## src/rtl/flag_handshake_tx_pkg.sv

```systemverilog
// Shared types and constants for the source side of the toggle/ack flag crossing.
package flag_handshake_tx_pkg;

  typedef enum logic {
    IDLE     = 1'b0,
    WAIT_ACK = 1'b1
  } state_t;

  localparam int SYNC_STAGES_MIN = 2;

endpackage

```

## src/rtl/flag_handshake_tx_sync_bit.sv

```systemverilog
// N-stage single-bit synchroniser, async active-low reset to 0.
module sync_bit
  import flag_handshake_tx_pkg::*;
#(
  parameter int N = 2
) (
  input  logic clk,
  input  logic rst_n,
  input  logic i_d,
  output logic o_q
);

  // Shorter chains are not metastability-safe, so clamp to the minimum depth.
  localparam int N_EFF = (N < SYNC_STAGES_MIN) ? SYNC_STAGES_MIN : N;

  logic [N_EFF-1:0] r_chain;

  always_ff @(posedge clk or negedge rst_n) begin
    if (!rst_n) begin
      r_chain <= '0;
    end else begin
      r_chain <= {r_chain[N_EFF-2:0], i_d};
    end
  end

  assign o_q = r_chain[N_EFF-1];

endmodule

```

## src/rtl/flag_handshake_tx.sv

```systemverilog
// Source side of a toggle/ack flag crossing: launches one req toggle per event,
// waits for the echoed ack, and queues events that arrive meanwhile.
module flag_handshake_tx
  import flag_handshake_tx_pkg::*;
#(
  parameter int SYNC_STAGES = 2,
  parameter int CNT_WIDTH   = 4
) (
  input  logic                 clk,
  input  logic                 rst_n,
  input  logic                 flag_in,
  input  logic                 ack_toggle_async,
  input  logic                 overflow_clr,
  output logic                 req_toggle,
  output logic                 busy,
  output logic                 done_pulse,
  output logic [CNT_WIDTH-1:0] pending,
  output logic                 overflow,
  output logic                 sync_err
);

  localparam logic [CNT_WIDTH-1:0] CNT_MAX = '1;

  state_t               r_state;
  state_t               w_state_next;
  logic                 r_req;
  logic                 r_done;
  logic [CNT_WIDTH-1:0] r_pending;
  logic                 r_overflow;

  logic                 w_ack_s;
  logic                 w_match;
  logic                 w_avail;
  logic                 w_launch;
  logic                 w_done_next;
  logic                 w_drop;
  logic [CNT_WIDTH-1:0] w_pending_next;
  logic                 w_overflow_next;

  sync_bit #(
    .N (SYNC_STAGES)
  ) u_ack_sync (
    .clk   (clk),
    .rst_n (rst_n),
    .i_d   (ack_toggle_async),
    .o_q   (w_ack_s)
  );

  assign w_match = (w_ack_s == r_req);
  assign w_avail = (r_pending != '0) | flag_in;

  always_ff @(posedge clk or negedge rst_n) begin
    if (!rst_n) begin
      r_state    <= IDLE;
      r_req      <= 1'b0;
      r_done     <= 1'b0;
      r_pending  <= '0;
      r_overflow <= 1'b0;
    end else begin
      r_state    <= w_state_next;
      r_req      <= r_req ^ w_launch;
      r_done     <= w_done_next;
      r_pending  <= w_pending_next;
      r_overflow <= w_overflow_next;
    end
  end

  always_comb begin
    w_state_next = r_state;
    w_launch     = 1'b0;
    w_done_next  = 1'b0;
    case (r_state)
      IDLE: begin
        if (w_avail && w_match) begin
          w_launch     = 1'b1;
          w_state_next = WAIT_ACK;
        end
      end
      WAIT_ACK: begin
        if (w_match) begin
          w_done_next  = 1'b1;
          w_state_next = IDLE;
        end
      end
      default: w_state_next = IDLE;
    endcase
  end

  // A flag launched in its own cycle never touches the count; a launch without
  // a new flag always has pending != 0 behind it, so no underflow is possible.
  always_comb begin
    w_pending_next = r_pending;
    w_drop         = 1'b0;
    if (flag_in && !w_launch) begin
      if (r_pending == CNT_MAX) begin
        w_drop = 1'b1;
      end else begin
        w_pending_next = r_pending + CNT_WIDTH'(1);
      end
    end else if (!flag_in && w_launch) begin
      w_pending_next = r_pending - CNT_WIDTH'(1);
    end
  end

  assign w_overflow_next = w_drop | (r_overflow & ~overflow_clr);

  assign req_toggle = r_req;
  assign busy       = (r_state == WAIT_ACK);
  assign done_pulse = r_done;
  assign pending    = r_pending;
  assign overflow   = r_overflow;
  assign sync_err   = (r_state == IDLE) && !w_match;

endmodule

```

## config.mk

```make
export PLATFORM = sky130hd
export DESIGN_NAME = flag_handshake_tx
export DESIGN_NICKNAME = d
export VERILOG_FILES = /design/src/rtl/flag_handshake_tx_pkg.sv /design/src/rtl/flag_handshake_tx_sync_bit.sv /design/src/rtl/flag_handshake_tx.sv
export SDC_FILE = /design/constraint.sdc
export NUM_CORES = 1
export LEC_CHECK = 0
export ABC_AREA = 1
export BUFFER_PORTS_ARGS = -buffer_cell sky130_fd_sc_hd__buf_2
export CAP_MARGIN = 10
export CORE_AREA = 2 2 39 41
export DETAILED_ROUTE_END_ITERATION = 10
export DIE_AREA = 0 0 41 43
export GPL_TIMING_DRIVEN = 0
export SETUP_SLACK_MARGIN = 0.02
export SLEW_MARGIN = 40
export SYNTH_ARGS = -nofsm -noshare
export SYNTH_HDL_FRONTEND = slang
export SYNTH_SLANG_ARGS = --single-unit
export TNS_END_PERCENT = 50
```

## constraint.sdc

```tcl
create_clock -name clk -period 3.2 [get_ports clk]
set_input_delay 0.32 -clock clk [delete_from_list [all_inputs] [get_ports clk]]
set_output_delay 0.32 -clock clk [all_outputs]
set_load 0.02 [all_outputs]
```

Word level (Yosys, flattened, before mapping)
Index checks and enable logic that the tools add are counted.
Word-level totals
  logic and storage cells: 38
  register bits: 10
  output and inout port bits: 9
  input bits: 5
Cells by class
  muxes and demuxes: 11
  bitwise logic cells: 6
  equal/unequal tests: 3
  reductions and logical operators: 10
  $add $sub $neg: 2
Operators by type and width (count)
  $mux W4: 3
  $mux W1: 7
  $add A4 B1 Y4 const B: 1
  $eq A4 B4 Y1 const B: 1
  $logic_and A1 B1 Y1: 4
  $reduce_bool A4 Y1: 1
  $sub A4 B1 Y4 const B: 1
  $logic_not A1 Y1: 3
  $ne A2 B2 Y1 const B: 1
  $not A1 Y1: 2
  $or A1 B1 Y1: 2
  $pmux W1 S2: 1
  $reduce_and A2 Y1: 1
  $reduce_bool A2 Y1: 1
  $and A1 B1 Y1: 1
  $eq A1 B1 Y1: 1
  $xor A1 B1 Y1: 1

Logic depth before layout (Yosys ltp)
  word-level depth: 9
  depth in mapped cells: 15
  depth with buffers taken out: 15

Modules after synthesis
Synthesis repeated with hierarchy kept, for this count alone.
Second synthesis, totals
  cell total of the unflattened synthesis: 56
  area total of the unflattened synthesis: 529.3 um^2
Modules (own cells, without submodules)
  flag_handshake_tx: instances 1, area an instance 479.2 um^2, cells each 54, sequential area each 200.2 um^2
  sync_bit: instances 1, area an instance 50.0 um^2, cells each 2, sequential area each 50.0 um^2

Least setup slack after synthesis
No wires, ideal clock.
  kind: reg2reg
  start: register r_pending[0] (netlist: pending[0])
  end: register r_pending[3] (netlist: pending[3])
  library setup time: 0.117 ns
  setup slack: 1.226 ns
  buffers on the path: 0
  required time: 3.083 ns
  arrival: 1.857 ns
  cell stages (with the launch flop): 13
  path through: dfrtp_1 nor2_1 nand3_1 nand2_2 nand2_1 ha_1 and3_1 nor2_1 inv_1 nand2_2 nand3_2 nand2_1 nand2_1
On the way
  longest elaborated chain between the ends: 9
  elaborated cells between the ends (all ways): 17
RTL lines
  from (decl): RTL line flag_handshake_tx.sv:28  | logic [CNT_WIDTH-1:0] r_pending;
  from (signal assigned): RTL line flag_handshake_tx.sv:63  | r_pending <= w_pending_next;
  $reduce_bool A4 Y1: RTL line flag_handshake_tx.sv:50  | assign w_avail = (r_pending != '0) | flag_in;
  $or A1 B1 Y1: RTL line flag_handshake_tx.sv:50
  $logic_and A1 B1 Y1: RTL line flag_handshake_tx.sv:74  | if (w_avail && w_match) begin
  $mux W1: RTL line flag_handshake_tx.sv:74
  $mux W1: RTL line flag_handshake_tx.sv:72  | case (r_state)
  $logic_not A1 Y1: RTL line flag_handshake_tx.sv:94  | if (flag_in && !w_launch) begin
  $logic_and A1 B1 Y1: RTL line flag_handshake_tx.sv:94
  $ne A2 B2 Y1 (no line) / $reduce_bool A2 Y1 (equally long branches)
  $reduce_and A2 Y1 (no line)
Several ways; a longest one is shown, not always the timed one. The select of a mux whose other input is x is not followed.
A chain may end at the register's enable or synchronous reset.

Worst setup path in the final report
Same ends and word-level chain as after synthesis.

==> impl_results.md <==
- Worst-Margin Slew: 230 ps
- Worst hold path class: input port to flop
- Relative slew margins: 84.7%
- Layout cells sized above 1: around a third
- Synth unique cells: 21
- Initial Utilization: 38.2%
- Cell with the most instances after synthesis: dfrtp_1
- GRT overflow: 0
- Total Wirelength: roughly 900 µm
- Post-synth ARST share: 100%
- Cells after Synth: 56
- Post-CTS sizing: 0
- Maximum VDD drop: 0.463 mV
- Main synth FF type: dfrtp_1
- Vias: 419
- Net Count, Synth: 64
- Post-synth top area share: 47.3%
- Placed Cells incl. Taps: 85
- # H-tree levels: 1
- Number of flops mapped to enable cells by yosys: 0
- Met2 global-route usage: between 20% and 30%
- Die Span Y: roughly 43 µm
- Die area: 1760 µm²
- PwrDens: roughly 1100 nW/µm²
- Top cells by area, synth: dfrtp_1 47%, inv_1 5.7%, nand2_1 5.0%, ha_1 4.7%, nand2_2 4.7%
- CTS Buffer Depth: 2
- Routing usage on met3: 9.42%
- # diodes: 0
- Global Route Usage Sum: ~14%
- GRT busiest layer: met2
- Clk pin slew, worst setup/hold paths: 60 ps
- Max cap viols: 0
- FMAX: 483 MHz
- Register area share after synthesis: 47.3%
- RSZ-0062 raised after global routing: false
- Min Hold Slack: 162 ps
- CTS Root Cell: clkbuf_4
- Met1 Use GR: 15.0%
- Post-layout nets: 83
- DR pass1 iterations: 2
- Hpwl dp: 738 µm
- WP data arrival: 2230 ps
- FF/Latch Area: 250 µm²
- CTS Hold Bufs: 1
- TritonCTS clock tree: built
- Later-pin clock latency in the skew report: 260 ps
- Synth cell count leaders: 10 x dfrtp_1, 8 x inv_1, 7 x nand2_1
- CTS sink count: 10
- Pin count of the biggest net entering global routing: 11
- Tmin final: 2070 ps
- Core ar.: 1380 µm²
- Final setup fails: 0
- # fillers: 143
- Vias/cell: 4.66
- Clock skew: 1.51 ps
- Cell taking the most area after synthesis: dfrtp_1
- Post-CTS setup buffers: 0
- TNS Setup: 0 ps
- Detailed router's first-iteration violation count: 6
- Die Width: 41 µm
- WL per Instance: 10.3 µm
- Worst endpoint required time: 3360 ps
- Avg Synthesized Cell Area: between 9 and 10 µm²
- Final-report hold violation count: 0
- # IOs: 14
- Slew Viols, Final: 0
- Fin util: 47.7%
- Initial antenna violation count: 0
- Final std cells w/o fill: 90
- Cell Rows: 14
- Cts bufs inserted: 3
- First-pass GRT wire length: 1.59 mm
- Outcome: complete, no violations
- CP Capture Type: flop
- Yosys reg bits: 10
- Multi-input logic area: around 250 µm²
- Number of global-route vias before repair: just over 400
- Port Buffers: 13
- Crit Path Max Fanout: 6
- RePlAce Congestion: 0.752
- YS warnings: 0
- DRC: 0
- CP Class: flop to flop
- Critical Path Start Type: flop
- Cell Area, Synth: around 530 µm²
- Synth-to-Final Area Change: 24.8%
- Standby leakage power: 0.349 nW
- Fin crit share: 64.7%
- DRT antenna net count: 0
-- final cells by class --
class,count,area share (%)
flip-flops and latches,10,37.9
multi-input cells,37,37.1
repair buffers,14,11.4
clock buffers,4,5.49
inverters,9,5.11
well taps,16,3.03
-- layout by cell type, fill, tap and decap left out, types with 3 or more instances in the layout --
cell type	n
nand2_2	4
nand2_1	7
dfrtp_1	10
clkbuf_4	3
buf_2	13
nor2_1	6
inv_1	8
-- power breakdown --
| group | switching (mW) | leakage, nW | internal (mW) |
|---|---|---|---|
| Clock | 0.0420 | 0.0210 | 0.0691 |
| Combinational | 0.240 | 0.207 | 0.150 |
| Sequential | 0.0576 | 0.121 | 0.178 |
| Total | 0.339 | 0.349 | 0.396 |
-- per-layer routing --
metal	wire, µm	up-vias
li1	-	213
met1	373	194
met2	471	10
met3	68	2
met4	12	0
met5	0	-
-- sequential cells by signal (all words and copies together), names as in the netlist --
register and count:
req_toggle 1, busy 1, u_ack_sync.r_chain 2, pending 4, overflow 1, done_pulse 1
-- path summary, 6_finish.rpt --
kind | start | end | slack (ps) | cells after the start
worst max-delay path | pending[0] | pending[3] | 1130 | 12
worst min-delay path | ack_toggle_async | u_ack_sync.r_chain[0] | 160 | 1
worst max register to register | pending[0] | pending[3] | 1130 | 12
worst min register to register | u_ack_sync.r_chain[0] | u_ack_sync.r_chain[1] | 350 | 0
max in group asynchronous | rst_n | done_pulse | 2570 | 2
min in group asynchronous | rst_n | req_toggle | 440 | 2
-- worst max-delay path: stages, from the launching register on --
cell and delay [ps]:
dfrtp_1 460, nor2_1 120, nand3_1 110, nand2_2 140, nand2_1 180, ha_1 360, and3_1 180, nor2_1 120
inv_1 60, nand2_2 80, nand3_2 70, nand2_1 50, nand2_1 40
-- metrics by stage --
| stage | worst slack (ps) | total power [mW] | instance area (µm²) |
|---|---|---|---|
| floorplan | 1230 | 0.528 | 529 |
| global placement | 1150 | 0.622 | 614 |
| detailed placement | 1120 | 0.634 | 614 |
| CTS | 1100 | 0.751 | 661 |
| global route | 876 | 0.816 | 661 |
| finish | 1130 | 0.736 | 661 |
-- cell families (layout without fill, tap and decap cells) --
group	Yosys count	after routing	share of synthesized area, %
flops	10	10	47.3
fa+ha+maj	3	3	8.51
compound gates	4	4	4.02
xor+xnor	3	3	4.97
buf+inv	9	27	6.38
simple gates	27	27	28.8
Power figures use the tool's default switching activity.
